**config.mk**
```make
export PLATFORM = sky130hd
export DESIGN_NAME = led_matrix_frame_decoder
export DESIGN_NICKNAME = d
export VERILOG_FILES = /design/src/rtl/led_matrix_frame_decoder.sv
export SDC_FILE = /design/constraint.sdc
export NUM_CORES = 1
export LEC_CHECK = 0
export CAP_MARGIN = 20
export CELL_PAD_IN_SITES_DETAIL_PLACEMENT = 0
export CELL_PAD_IN_SITES_GLOBAL_PLACEMENT = 1
export CORE_ASPECT_RATIO = 0.8
export CORE_UTILIZATION = 28
export CTS_CLUSTER_SIZE = 40
export DETAILED_ROUTE_END_ITERATION = 10
export GPL_ROUTABILITY_DRIVEN = 1
export PLACE_DENSITY_LB_ADDON = 0.1
export SETUP_SLACK_MARGIN = 0.3
export SLEW_MARGIN = 10
export SYNTH_ARGS = -nofsm -noshare
export SYNTH_HDL_FRONTEND = slang
export SYNTH_SLANG_ARGS = --single-unit
export TNS_END_PERCENT = 30
```
**constraint.sdc**
```tcl
create_clock -name clk -period 9.7 [get_ports clk]
set_input_delay 1.94 -clock clk [delete_from_list [all_inputs] [get_ports clk]]
set_output_delay 1.94 -clock clk [all_outputs]
set_load 0.005 [all_outputs]
```
**src/rtl/led_matrix_frame_decoder.sv**
```systemverilog
// rtl/led_matrix_frame_decoder.sv - 8x8 LED matrix drive-bus frame decoder
//
// Observes the time-multiplexed matrix drive bus and accumulates it over a
// fixed window of enabled cycles. At the close of each window it loads a
// registered 64-pixel snapshot together with summary information.
//
// Ports:
//   clk           rising-edge system clock
//   reset         synchronous, active-high reset
//   en            sample enable; counter and accumulator hold when low
//   tierras[7:0]  row grounds, active-low (bit i low selects row i)
//   voltajes[7:0] column drives, active-high (bit 7 = column 0)
//   rd_row[2:0]   snapshot read address
//   rd_data[7:0]  snapshot row rd_row (combinational read)
//   frame[63:0]   snapshot, row r in bits [8r+7:8r]
//   frame_valid   one-cycle pulse when a new snapshot is loaded
//   pixel_count   lit pixels in the snapshot (0..64)
//   head_found    snapshot has at least one lit pixel
//   head_row/col  coordinate of the first lit pixel (row-major, column 0 first)
//   frame_changed snapshot differs from the previous one
//   multi_row_err more than one row was selected in some sample of the window

module led_matrix_frame_decoder #(
    parameter int FRAME_CYCLES = 8,
    parameter int CNT_W        = 16
) (
    input  logic        clk,
    input  logic        reset,
    input  logic        en,
    input  logic [7:0]  tierras,
    input  logic [7:0]  voltajes,
    input  logic [2:0]  rd_row,
    output logic [7:0]  rd_data,
    output logic [63:0] frame,
    output logic        frame_valid,
    output logic [6:0]  pixel_count,
    output logic        head_found,
    output logic [2:0]  head_row,
    output logic [2:0]  head_col,
    output logic        frame_changed,
    output logic        multi_row_err
);

    localparam logic [CNT_W-1:0] C_LAST = CNT_W'(FRAME_CYCLES - 1);

    logic [63:0]      r_accum;
    logic             r_err_acc;
    logic [CNT_W-1:0] r_cnt;
    logic [63:0]      r_frame;
    logic             r_frame_valid;
    logic [6:0]       r_pixel_count;
    logic             r_head_found;
    logic [2:0]       r_head_row;
    logic [2:0]       r_head_col;
    logic             r_frame_changed;
    logic             r_multi_row_err;

    logic [7:0]       w_sel;
    logic [63:0]      w_contrib;
    logic [63:0]      w_next;
    logic             w_multi;
    logic             w_close;
    logic [6:0]       w_pop;
    logic             w_head_found;
    logic [2:0]       w_head_row;
    logic [2:0]       w_head_col;

    // This cycle's contribution and the candidate snapshot including it.
    always_comb begin
        w_sel     = ~tierras;
        w_contrib = '0;
        for (int i = 0; i < 8; i++) begin
            w_contrib[8*i +: 8] = w_sel[i] ? voltajes : 8'h00;
        end
        w_next  = r_accum | w_contrib;
        // Clearing the lowest set bit leaves something only if two or more rows are selected.
        w_multi = (w_sel & (w_sel - 8'd1)) != 8'd0;
        w_close = en && (r_cnt == C_LAST);
    end

    always_comb begin
        w_pop = '0;
        for (int k = 0; k < 64; k++) begin
            w_pop = w_pop + {6'd0, w_next[k]};
        end
    end

    // Scan in reverse priority so the last hit written is the first pixel in
    // row-major order; column c lives at bit 7-c of its row.
    always_comb begin
        w_head_found = 1'b0;
        w_head_row   = '0;
        w_head_col   = '0;
        for (int r = 7; r >= 0; r--) begin
            for (int c = 7; c >= 0; c--) begin
                if (w_next[8*r + 7 - c]) begin
                    w_head_found = 1'b1;
                    w_head_row   = 3'(r);
                    w_head_col   = 3'(c);
                end
            end
        end
    end

    always_ff @(posedge clk) begin
        if (reset) begin
            r_accum         <= '0;
            r_err_acc       <= 1'b0;
            r_cnt           <= '0;
            r_frame         <= '0;
            r_frame_valid   <= 1'b0;
            r_pixel_count   <= '0;
            r_head_found    <= 1'b0;
            r_head_row      <= '0;
            r_head_col      <= '0;
            r_frame_changed <= 1'b0;
            r_multi_row_err <= 1'b0;
        end else begin
            r_frame_valid <= 1'b0;
            if (w_close) begin
                r_frame         <= w_next;
                r_pixel_count   <= w_pop;
                r_head_found    <= w_head_found;
                r_head_row      <= w_head_row;
                r_head_col      <= w_head_col;
                r_frame_changed <= (w_next != r_frame);
                r_multi_row_err <= r_err_acc | w_multi;
                r_frame_valid   <= 1'b1;
                r_accum         <= '0;
                r_err_acc       <= 1'b0;
                r_cnt           <= '0;
            end else if (en) begin
                r_accum   <= w_next;
                r_err_acc <= r_err_acc | w_multi;
                r_cnt     <= r_cnt + 1'b1;
            end
        end
    end

    assign rd_data       = r_frame[{rd_row, 3'b000} +: 8];
    assign frame         = r_frame;
    assign frame_valid   = r_frame_valid;
    assign pixel_count   = r_pixel_count;
    assign head_found    = r_head_found;
    assign head_row      = r_head_row;
    assign head_col      = r_head_col;
    assign frame_changed = r_frame_changed;
    assign multi_row_err = r_multi_row_err;

endmodule

```
==> results_dict.tcl, run 1 <==
set metrics [dict create \
    floorplan.rows 61 \
    die_area_um2 36300 \
    cts.repair.resized 0 \
    numPortBuffers 110 \
    grt.total_usage 0.242 \
    async_reset_ff_frac 0 \
    clock_latency_ps 460 \
    seq_power_share 0.172 \
    remaining_drc_errors 0 \
    vdd.ir_drop.worst_v 0.000721 \
    yosysWarningCount 0 \
    cap_viol_max_count 0 \
    clock-root-buffer "sky130_fd_sc_hd__clkbuf_16" \
    combinational_share_of_power 0.635 \
    chipWidth_um 213 \
    internal_power_mw 2.30 \
    drt_iter0_drc 735 \
    timing.hold.worst_path_depth 2 \
    worst_slew_pin_slew_ps 1100 \
    wire_length_per_cell_after_detailed_routing_um 24.3 \
    detailedPlacementHpwl_mm 32.5 \
    route.detailed.vias_per_inst 5.27 \
    timing.setup.tns_ps 0 \
    vias 9307 \
    clkTransAtPathRegs_ps 70 \
    yosys.cell_types.count 58 \
    status "complete, no violations" \
    cts_tree "yes" \
    hold_class "reg -> reg" \
    grt_antenna_before_repair 2 \
    clock_sink_count 162 \
    drt_pre_antenna_iters 5 \
    timing.critical_path.to_type "register" \
    cts_hold_buffers 0 \
    synth-seq-area-share 0.326 \
    footprint_of_the_multi_input_gates_um2 6090 \
    power_density_nw_per_um2 329 \
    core_area_um2 34900 \
    num_io_pins 111 \
    cts_setup_buffers 0 \
    timing.hold.worst_endpoint "pixel_count[0]$_SDFFE_PP0P_" \
    ctsHtreeMaxLevel 4 \
    final_min_period_over_clock_period 0.906 \
    setup_ws_ps 914 \
    r2r-start "r_accum[47]$_SDFFE_PP0P_" \
    synth.ff_latch_count 162 \
    post-place-cells 1733 \
    timing.critical_path.fanout_max 17 \
    cts_made_buffers 17 \
    clockPowerShare 0.192 \
    routabilityCongestion 0.862 \
    worst-r2r-cell-count 21 \
    fin_worst_skew_ps 12.2 \
    initial_utilization 0.285 \
    syn_avg_cell_area_um2 8.36 \
    critPathKind "in -> reg" \
    dieHeight_um 171 \
    pre_cts_ws_ps 480 \
    critical_path_source "tierras[5]" \
    synthesized_area_um2 9950 \
    timing_max_transition_violations_final 0 \
    synthCells 1190 \
    syn_to_final_growth_pct 23.5 \
    maximum_clock_frequency_mhz 114 \
    final-hold-violation-count 0 \
    gr-total-overflow 0 \
    power.leakage_nw 4.85 \
    wire_length_of_the_first_global_routing_pass_mm 63.3 \
    layout.nets 1373 \
    finish.cell_count_without_fillers 1765 \
    rsz0062_at_grt "no" \
    p_sw_mw 1.74 \
    critPathArrivalTime_ps 9160 \
    final_layout_size_suffix_gt1_frac 0.0866 \
    relSlewSlack 0.259 \
    fin_util 0.352 \
    power.switching_fraction 0.431 \
    finalWirelength_mm 42.8 \
    syn_nets 1282 \
    number_of_global_route_vias_before_repair 8963 \
    route.antenna.remaining_nets 0 \
    finalWorstPathRequiredPeriod_ps 8790 \
    reg2reg_setup_slack_ps 3070 \
    cts_max_path_buffers 2 \
    grt_max_degree 73 \
    final.fill_count 3675 \
    seqCellArea_um2 3240 \
    cp_data_required_time_ps 10070 \
    setup.worst_path.start_class "input port" \
    hold_start "pixel_count[0]$_SDFFE_PP0P_" \
    number_of_antenna_diodes 0 \
    worstReg2RegEnd "pixel_count[6]$_SDFFE_PP0P_" \
    primary_ff_master_synth "sky130_fd_sc_hd__dfxtp_1" \
    finalSetupViolations 0 \
    synth-edff-count 0 \
]
[power by group through the flow]
stage	sequential [mW]	combinational [mW]	clock, mW
after floorplan	0.705	1.91	0
after global placement	0.711	2.60	0
after detailed placement	0.711	2.54	0
after CTS	0.696	2.56	0.792
after global routing	0.698	2.93	0.815
final	0.696	2.57	0.776
[cell usage after synthesis (8+ instances only)]
library cell	count	area [um2]
sky130_fd_sc_hd__nor4_1	25	156
sky130_fd_sc_hd__xor2_1	45	394
sky130_fd_sc_hd__a21oi_1	87	435
sky130_fd_sc_hd__ha_1	17	213
sky130_fd_sc_hd__buf_2	12	60.1
sky130_fd_sc_hd__inv_1	75	282
sky130_fd_sc_hd__nand3_1	11	55.1
sky130_fd_sc_hd__a211oi_1	38	285
sky130_fd_sc_hd__nand2_1	94	353
sky130_fd_sc_hd__nor3_1	17	85.1
sky130_fd_sc_hd__a21o_1	35	263
sky130_fd_sc_hd__mux4_2	16	360
sky130_fd_sc_hd__mux2_2	8	90.1
sky130_fd_sc_hd__nor2_1	190	713
sky130_fd_sc_hd__a31oi_1	64	400
sky130_fd_sc_hd__dfxtp_1	162	3240
sky130_fd_sc_hd__o21ai_1	10	50.1
sky130_fd_sc_hd__fa_1	53	1060
sky130_fd_sc_hd__o21ai_0	38	190
sky130_fd_sc_hd__clkbuf_1	60	225
sky130_fd_sc_hd__xnor2_1	39	342
[cell usage in the layout, fill, tap and decap left out, drive strengths merged, types with 7 or more instances in the layout]
cell and n:
nand2 94, nor2 191, xor2 45, ha 17, mux2 8, nand3 11
o21bai 7, buf 42, o21ai 48, mux4 16, a21oi 87, clkdlybuf4s50 108
a211oi 38, nor3 18, a31oi 64, fa 53, dfxtp 162, clkbuf 22
xnor2 39, nor4 26, inv 83, nand4 8, a21o 35
[state kept, by name, summed over array words and instances, names as in the netlist]
name           cells
pixel_count        7
head_row           3
frame             64
r_cnt             16
frame_changed      1
frame_valid        1
r_accum           64
multi_row_err      1
head_col           3
r_err_acc          1
head_found         1
[logic make-up (layout without fill, tap and decap cells)]
kind of cell,after synthesis,in the layout,synth area share
muxes,26,26,0.0473
DFF,162,162,0.326
buffers and inverters,161,264,0.0626
xor gates and xnor gates,84,84,0.0739
AOI/OAI and AO/OA,311,311,0.196
and+or+nand+nor,375,375,0.165
adders and majority gates,71,71,0.129
[cell type report]
| class | count | share of cell area |
|---|---|---|
| clock buffers | 22 | 0.0386 |
| clock inverters | 9 | 0.0144 |
| inverters | 82 | 0.0251 |
| multi-input cells | 867 | 0.496 |
| flip-flops and latches | 162 | 0.264 |
| well taps | 472 | 0.0481 |
| repair buffers | 151 | 0.114 |
[how the worst max path moves through the flow]
stage	depth (start not counted)	to	slack (ps)
6_report	23	pixel_count[6]$_SDFFE_PP0P_	910
5_1_grt	23	pixel_count[6]$_SDFFE_PP0P_	620
4_1_cts	23	pixel_count[6]$_SDFFE_PP0P_	980
3_5_place_dp	23	pixel_count[6]$_SDFFE_PP0P_	480
3_3_place_gp	23	pixel_count[6]$_SDFFE_PP0P_	450
2_1_floorplan	23	pixel_count[6]$_SDFFE_PP0P_	1600
[critical path: stages]
cell and delay, ps:
sky130_fd_sc_hd__clkdlybuf4s50_1 700, sky130_fd_sc_hd__inv_2 240, sky130_fd_sc_hd__a21oi_1 600, sky130_fd_sc_hd__inv_1 130, sky130_fd_sc_hd__fa_1 470, sky130_fd_sc_hd__fa_1 540, sky130_fd_sc_hd__fa_1 570, sky130_fd_sc_hd__fa_1 440
sky130_fd_sc_hd__fa_1 510, sky130_fd_sc_hd__inv_1 50, sky130_fd_sc_hd__fa_1 520, sky130_fd_sc_hd__inv_1 50, sky130_fd_sc_hd__fa_1 450, sky130_fd_sc_hd__fa_1 500, sky130_fd_sc_hd__ha_1 170, sky130_fd_sc_hd__inv_1 70
sky130_fd_sc_hd__fa_1 460, sky130_fd_sc_hd__inv_1 70, sky130_fd_sc_hd__a21oi_1 60, sky130_fd_sc_hd__o21bai_1 190, sky130_fd_sc_hd__a21o_1 150, sky130_fd_sc_hd__a21oi_1 60, sky130_fd_sc_hd__a211oi_1 210
[per-stage QoR]
step	total power [mW]	cell area, um2	hold slack [ps]
final	4.04	12300	453
after global routing	4.44	12300	475
after CTS	4.05	12300	456
after detailed placement	3.25	11600	446
after global placement	3.31	11600	442
after floorplan	2.61	9950	442
[layer usage]
layer / vias to the layer above / part of all wire / GRT usage
li1: 4298 / - / -
met1: 4676 / 0.52 / 0.379
met2: 306 / 0.41 / 0.343
met3: 27 / 0.053 / 0.0341
met4: 0 / 0.014 / 0.0525
met5: - / 0 / 0
Note: power is estimated with default switching activity, not from simulation.
==> run 2, diff against run 1 <==
- CORE_UTILIZATION: 28 -> 43
- GPL_TIMING_DRIVEN: unset -> 0
==> run 2 against run 1 <==
Clock-buffer cell count shrank 5. Register-to-register slack lost 340 ps. Utilization grew 18 points. First-iteration DRC count grew 67%. Critical endpoint unchanged. Non-clock buffer count grew 28. Clock skew grew 2.9 ps. Largest cell class unchanged. Die area shrank 35%.
==> results_dict.tcl, run 2 (synthesis gave the netlist of run 1 again) <==
set metrics [dict create \
    cts_hold_buffers 0 \
    grt.total_usage 0.347 \
    met3_usage 0.0928 \
    chipWidth_um 172 \
    ctsHtreeMaxLevel 4 \
    clock-root-buffer "sky130_fd_sc_hd__clkbuf_16" \
    worst_path_max_delay_cell "sky130_fd_sc_hd__clkdlybuf4s50_1" \
    gr-total-overflow 0 \
    final-hold-violation-count 0 \
    rsz0062_at_grt "no" \
    layout.nets 1401 \
    critPathArrivalTime_ps 9340 \
    seq_power_share 0.173 \
    worst_slew_pin_slew_ps 1000 \
    r2r-start "r_accum[61]$_SDFFE_PP0P_" \
    timing.hold.worst_endpoint "head_row[2]$_SDFFE_PP0P_" \
    hold_class "reg -> reg" \
    finalWirelength_mm 40.2 \
    critPathKind "in -> reg" \
    fin_worst_skew_ps 15.1 \
    hold_start "head_row[2]$_SDFFE_PP0P_" \
    seqCellArea_um2 3240 \
    report.power.total_mw 4.02 \
    cts_made_buffers 17 \
    clock_latency_ps 450 \
    maximum_clock_frequency_mhz 111 \
    timing.critical_path.fanout_max 10 \
    cp_data_required_time_ps 10040 \
    crit_path_cell_trace "clkdlybuf4s50_1 -> clkbuf_2 -> buf_2 -> a21oi_1 -> inv_1 -> fa_1 -> fa_1 -> fa_1 -> fa_1 -> inv_1 -> fa_1 -> fa_1 -> inv_1 -> fa_1 -> fa_1 -> ha_1 -> inv_1 -> fa_1 -> inv_1 -> a21oi_1 -> o21bai_1 -> a21o_1 -> a21oi_1 -> a211oi_1" \
    grt_antenna_before_repair 1 \
    wire_length_per_cell_after_detailed_routing_um 24.7 \
    timing.hold.worst_path_depth 2 \
    timing_max_transition_violations_final 0 \
    grt_max_degree 18 \
    drt_iter0_drc 1224 \
    reg2reg_setup_slack_ps 2730 \
    wire_length_of_the_first_global_routing_pass_mm 59.5 \
    setup_ws_ps 698 \
    cp_common_cell "sky130_fd_sc_hd__fa_1" \
    cts_max_path_buffers 2 \
    worstReg2RegEnd "pixel_count[6]$_SDFFE_PP0P_" \
    numPortBuffers 100 \
    p_sw_mw 1.87 \
    clockPowerShare 0.173 \
    timing.critical_path.to_type "register" \
    number_of_global_route_vias_before_repair 9062 \
    die_area_um2 23800 \
    internal_power_mw 2.15 \
    cts_tree "yes" \
    setup.worst_path.start_class "input port" \
    syn_to_final_growth_pct 19.9 \
    pre_cts_ws_ps -232 \
    remaining_drc_errors 0 \
    use_met1 0.527 \
    final_min_period_over_clock_period 0.928 \
    final_layout_size_suffix_gt1_frac 0.0666 \
    relSlewSlack 0.331 \
    power.switching_fraction 0.466 \
    fin_util 0.529 \
    vdd.ir_drop.worst_v 0.000679 \
    combinational_share_of_power 0.654 \
    drt_pre_antenna_iters 5 \
    route.antenna.remaining_nets 0 \
    dieHeight_um 138 \
    routabilityCongestion 0.972 \
    initial_utilization 0.441 \
    finalWorstPathRequiredPeriod_ps 9000 \
    power_density_nw_per_um2 337 \
    worst_path_largest_cell_delay_ps 650 \
    final.fill_count 2219 \
    footprint_of_the_multi_input_gates_um2 6090 \
    worst-r2r-cell-count 21 \
    finalSetupViolations 0 \
    status "complete, no violations" \
    grt_util_met2 0.476 \
    core_area_um2 22600 \
    final_common_cell "sky130_fd_sc_hd__nor2_1" \
    layout_common_cells "sky130_fd_sc_hd__nor2_1, sky130_fd_sc_hd__dfxtp_1, sky130_fd_sc_hd__clkdlybuf4s50_1" \
    route.detailed.vias_per_inst 5.98 \
    detailedPlacementHpwl_mm 31.1 \
    floorplan.rows 49 \
    vias 9747 \
    cap_viol_max_count 0 \
    global_route.peak_usage_layer "met1" \
    num_io_pins 111 \
    clkTransAtPathRegs_ps 70 \
    power.leakage_nw 4.73 \
    clock_sink_count 162 \
]
[run 2: routing by layer]
| layer | routed length [um] | vias to the layer above |
|---|---|---|
| li1 | - | 4358 |
| met1 | 18600 | 4766 |
| met2 | 16400 | 559 |
| met3 | 4380 | 64 |
| met4 | 882 | 0 |
| met5 | 0 | - |
[run 2: power groups by stage]
| stage | Sequential, mW | Clock [mW] | Combinational, mW |
|---|---|---|---|
| after CTS | 0.694 | 0.700 | 2.60 |
| after global routing | 0.696 | 0.727 | 2.92 |
| after floorplan | 0.705 | 0 | 1.91 |
| after detailed placement | 0.710 | 0 | 2.58 |
| after global placement | 0.709 | 0 | 2.56 |
| final | 0.695 | 0.695 | 2.63 |
[run 2: worst max path at each step]
stage	from	to	slack, ps	cells after the start
floorplan	voltajes[1]	pixel_count[6]$_SDFFE_PP0P_	1600	23
global placement	voltajes[3]	pixel_count[6]$_SDFFE_PP0P_	-210	24
detailed placement	voltajes[3]	pixel_count[6]$_SDFFE_PP0P_	-230	24
CTS	voltajes[5]	pixel_count[6]$_SDFFE_PP0P_	590	23
global route	voltajes[3]	pixel_count[6]$_SDFFE_PP0P_	400	24
finish	voltajes[3]	pixel_count[6]$_SDFFE_PP0P_	700	24
[run 2: cell type report]
type | instances | area share
multi-input cells | 867 | 0.510
flip-flops and latches | 162 | 0.272
well taps | 306 | 0.0321
clock buffers | 17 | 0.0357
diodes | 1 | 0.000210
inverters | 82 | 0.0258
repair buffers | 100 | 0.0839
clock inverters | 15 | 0.0136
plain buffers | 79 | 0.0268
[run 2: repair_timing]
| item | in CTS | in global routing |
|---|---|---|
| pin swaps | 0 | 0 |
| setup endpoints to repair | 2 | 2 |
| setup buffers | 0 | 0 |
| resized for setup | 2 | 4 |
[run 2: worst max-delay path, delay by kind of cell]
family | cells | cell delay [ps]
compound gates | 6 | 990
fa+ha+maj | 10 | 4640
buf+inv | 8 | 1760
[run 2: stage by stage]
step	TNS [ps]	instances	instance area [um2]	hold WS (ps)
finish	0	1629	11900	454
global route	0	1628	11900	475
CTS	0	1628	11900	457
detailed placement	-478	1596	11300	447
global placement	-445	1596	11300	442
floorplan	0	1190	9950	442
==> RTL change 1: new RTL, flow settings as in run 1 <==
Put a register stage on the output `rd_data`, cleared by the reset. The value now appears one clock later. The other outputs are not delayed to match. Comments in the files are not updated.
--- a/src/rtl/led_matrix_frame_decoder.sv
+++ b/src/rtl/led_matrix_frame_decoder.sv
@@ -139,3 +139,9 @@
 
-    assign rd_data       = r_frame[{rd_row, 3'b000} +: 8];
+    always_ff @(posedge clk) begin
+        if (reset) begin
+            rd_data <= '0;
+        end else begin
+            rd_data <= r_frame[{rd_row, 3'b000} +: 8];
+        end
+    end
     assign frame         = r_frame;
Check against the original RTL: no difference found for any inputs over 4 cycles, from zero or initial values and one cycle with reset high; that may be too few to reach the edited logic, so the function may still have changed.
==> RTL change 1 against run 1 <==
First-iteration DRC count rose by 11%; wire length down 2.7%; critical endpoint unchanged; setup slack improved by 0.19 ns; synthesized area grew 0.35%; power fell by 0.94%; design area up 0.10%; highest routed layer unchanged; sequential cell count rose by 8.
==> RTL change 1: results (changes against run 1) <==
register clock-pin slew on the reported worst setup and hold paths 0.07 ns (about the same); 1st-iter DRT viols 818 (was 735); peak supply drop 0.5128 mV (was 0.7206 mV); Max FO, Critical Path 11 (was 17); top post-synthesis cells by area dfxtp_1, fa_1, nor2_1, a21oi_1, xnor2_1 (was dfxtp_1, fa_1, nor2_1, a21oi_1, a31oi_1); worst rel slew slack 0.2922 (was 0.2591); Leakage 4.659 nW (was 4.852 nW); Skew-Pair Late Insertion Delay 0.46 ns (about the same); RePlAce Congestion 0.9188 (was 0.8618); fin cells 1767 (was 1765); Crit path arrival time 8.98 ns (was 9.16 ns); CTS buffer count 17 (unchanged); ratio of cells with drive above 1 in the final layout 0.08880 (was 0.08662); Post-Synth XOR/XNOR Area 0.07192 (was 0.07393); multiplexer share of the synthesized area 0.04511 (was 0.04728); vias in the first global route 8832 (was 8963); Placed Instances 1735 (was 1733); syn_nets 1276 (was 1282); Compound-Gate Fraction of Synth Area 0.1894 (was 0.1960); wire length per cell 23.57 µm (was 24.25 µm); largest net degree at the start of global routing 83 (was 73); Cell variety after synth 57 (was 58); nets 1374 (was 1373); met3 Use GR 0.03763 (was 0.03414); post-synthesis sequential area ratio 0.3408 (was 0.3259); Overall Global Routing Usage 0.2369 (was 0.2417); post-synthesis adder-cell area fraction 0.1286 (was 0.1290); Ys Warns 0 (unchanged); first-pass GRT wire length 61.63 mm (was 63.33 mm); syn_area_per_cell 8.434 µm² (was 8.362 µm²); status complete, no violations (unchanged); Synth top cells by count nor2_1, dfxtp_1, a21oi_1 (was nor2_1, dfxtp_1, nand2_1); M1 GR Usage 0.3640 (was 0.3787); met2 usage 0.3416 (was 0.3426); total grt overflow 0 (unchanged); Worst Skew 0.01116 ns (was 0.01216 ns); via/cell ratio 5.117 (was 5.273); CTS max path bufs 2 (unchanged); post-DP HPWL 32.25 mm (was 32.53 mm); CP max stage delay 0.77 ns (was 0.70 ns); initial antenna violation count 1 (was 2)
[RTL change 1: report_power, final]
| group | internal, mW | switching [mW] | leakage [nW] |
|---|---|---|---|
| Sequential | 0.713 | 0.0152 | 1.38 |
| Clock | 0.392 | 0.339 | 0.293 |
| Combinational | 1.13 | 1.41 | 2.99 |
[RTL change 1: worst min-delay path: cells and delay by family (launching register included)]
kind	cells	cell delay (ns)
AO/OA/AOI/OAI	1	0.05
flip-flops	1	0.31
AND/OR/NAND/NOR	1	0.05
[RTL change 1: logic make-up after synthesis]
family / Yosys count
simple gates: 350
xor+xnor: 82
fa+ha+maj: 71
mux: 25
buf+inv: 180
flops: 170
compound gates: 306
[RTL change 1: through the flow]
step,hold WS [ns],setup slack (ns),area (µm²)
global placement,0.4458,0.6637,11690
floorplan,0.4375,1.634,9986
global route,0.4782,0.7339,12300
finish,0.4541,1.103,12300
CTS,0.4540,1.152,12300
detailed placement,0.4444,0.6753,11700
[RTL change 1: layout make-up]
| class | count | area (µm²) |
|---|---|---|
| clock inverters | 14 | 160.2 |
| flip-flops and latches | 170 | 3403 |
| repair buffers | 153 | 1418 |
| fillers | 3729 | 22660 |
| well taps | 472 | 590.6 |
| clock buffers | 18 | 439.2 |
| multi-input cells | 834 | 5883 |
| inverters | 106 | 402.9 |
[RTL change 1: worst paths after layout]
kind | slack (ns) | cells after the start | to | startpoint
setup / recovery | 1.10 | 22 | pixel_count[6] | voltajes[1]
hold / removal | 0.45 | 2 | head_row[2] | head_row[2]
setup reg to reg | 3.19 | 21 | pixel_count[6] | r_accum[39]
hold reg to reg | 0.45 | 2 | head_row[2] | head_row[2]
[RTL change 1: metal layers]
metal | part of all wire | vias up
met5 | 0 | -
met4 | 0.012 | 0
met3 | 0.048 | 28
met2 | 0.42 | 244
met1 | 0.52 | 4531
li1 | - | 4239
==> RTL change 2: new RTL, config.mk and constraints of run 1 <==
Made on the original files. The parameter `CNT_W` goes from 16 to 20.
--- a/src/rtl/led_matrix_frame_decoder.sv
+++ b/src/rtl/led_matrix_frame_decoder.sv
@@ -24,3 +24,3 @@
     parameter int FRAME_CYCLES = 8,
-    parameter int CNT_W        = 16
+    parameter int CNT_W        = 20
 ) (
Check against the original RTL: no difference found for any inputs over 4 cycles, from zero or initial values and one cycle with reset high; that may be too few to reach the edited logic, so the function may still have changed.
==> RTL change 2 against run 1 <==
Non-clock buffer count decreased by 1; synthesized cell count decreased by 0.42%; critical endpoint unchanged; clock skew up 0.0051 ns; design area increased by 0.23%; count of clock-buffer cells in the layout shrank 3; critical path depth did not move; synthesized area increased by 0.57%; wire length is 2.2% lower; power is 2.6% higher; sequential cell count is 4 higher; setup slack got worse by 0.057 ns; clock power fell by 3.1%; die area rose by 0.56%; largest power group unchanged.
==> RTL change 2: results (changes against run 1) <==
status complete, no violations (unchanged); post-synthesis sequential area ratio 0.3321 (was 0.3259); fillers 3730 (was 3675); Overall Global Routing Usage 0.2365 (was 0.2417); CP max stage delay 0.70 ns (about the same); crit path capture pixel_count[6] (unchanged); Post-Route WL 41.86 mm (was 42.81 mm); vias in the first global route 8802 (was 8963); HP Start pixel_count[2] (was pixel_count[0]); clock network area share 0.05020 (was 0.05296); Critical Path Source tierras[0] (was tierras[5]); Pwr per Cell Area 336.4 nW/µm² (was 328.7 nW/µm²); 1st-iter DRT viols 805 (was 735); r2r setup slk 3.05 ns (was 3.07 ns); register bit total from synthesis 166 (was 162); ratio of cells with drive above 1 in the final layout 0.09119 (was 0.08662); first-pass GRT wire length 61.34 mm (was 63.33 mm); peak supply drop 0.4833 mV (was 0.7206 mV); Storage cell area 3323 µm² (was 3243 µm²); Non-clock buffers, area share 0.1132 (was 0.1143); initial antenna violation count 0 (was 2); multiplexer share of the synthesized area 0.04601 (was 0.04728); CTS resizes 0 (unchanged); multi-input combinational area share 0.4874 (was 0.4956); total number of vias 9027 (was 9307); RR Startpoint r_accum[0] (was r_accum[47]); clock buffer count 19 (was 22); Compound-Gate Fraction of Synth Area 0.1883 (was 0.1960); DP Area 11690 µm² (was 11620 µm²); Worst Skew 0.01721 ns (was 0.01216 ns); top post-synthesis cells by area dfxtp_1, fa_1, nor2_1, a21oi_1, xnor2_1 (was dfxtp_1, fa_1, nor2_1, a21oi_1, a31oi_1); Post-Synth XOR/XNOR Area 0.07614 (was 0.07393); #MultiIn Comb 845 (was 867); Synth Instances 1185 (was 1190); Hold Path Sink pixel_count[2] (was pixel_count[0]); pre-CTS WS 0.4195 ns (was 0.4804 ns); Slowest-stage cell, CP a21oi_1 (was clkdlybuf4s50_1); Placed Instances 1734 (was 1733); syn_nets 1277 (was 1282); post-DP HPWL 32.46 mm (was 32.53 mm); RePlAce Congestion 0.8733 (was 0.8618); Internal Pwr Total 2.334 mW (was 2.299 mW); Hold Slack 0.4583 ns (was 0.4533 ns); bufs w/o clock 150 (was 151); nets 1374 (was 1373); post-synthesis adder-cell area fraction 0.1290 (about the same); Inverters, non-clock 102 (was 82); Leakage 4.705 nW (was 4.852 nW); Slew @ Worst Pin 1.022 ns (was 1.101 ns); Buffers on Ports 110 (unchanged); crit share post-route 0.9117 (was 0.9058); via/cell ratio 5.109 (was 5.273); largest net degree at the start of global routing 98 (was 73); Max FO, Critical Path 11 (was 17)
RTL change 2: cell types whose count changed after synthesis, moves of 11 or more:
cell      change
clkbuf_1     -36
xor2_1       -19
buf_2        +22
nand2_1      -63
a21o_1       -24
a211oi_1     +28
a31oi_1      -63
inv_1        +21
a21oi_1      +52
xnor2_1      +22
nor2_1       +33
nor2b_1      +11
RTL change 2: per-layer routing:
metal	GRT usage	wire length (µm)	part of all wire
met2	0.3350	17360	0.41
met5	0	0	0
met3	0.04919	2411	0.058
met1	0.3575	21400	0.51
met4	0.05901	686	0.016
RTL change 2: power by group through the flow:
stage	clock [mW]	sequential, mW	combinational, mW
after floorplan	0	0.722	2.01
after global placement	0	0.729	2.74
after detailed placement	0	0.728	2.73
after CTS	0.766	0.713	2.76
after global routing	0.799	0.714	3.12
final	0.752	0.713	2.68
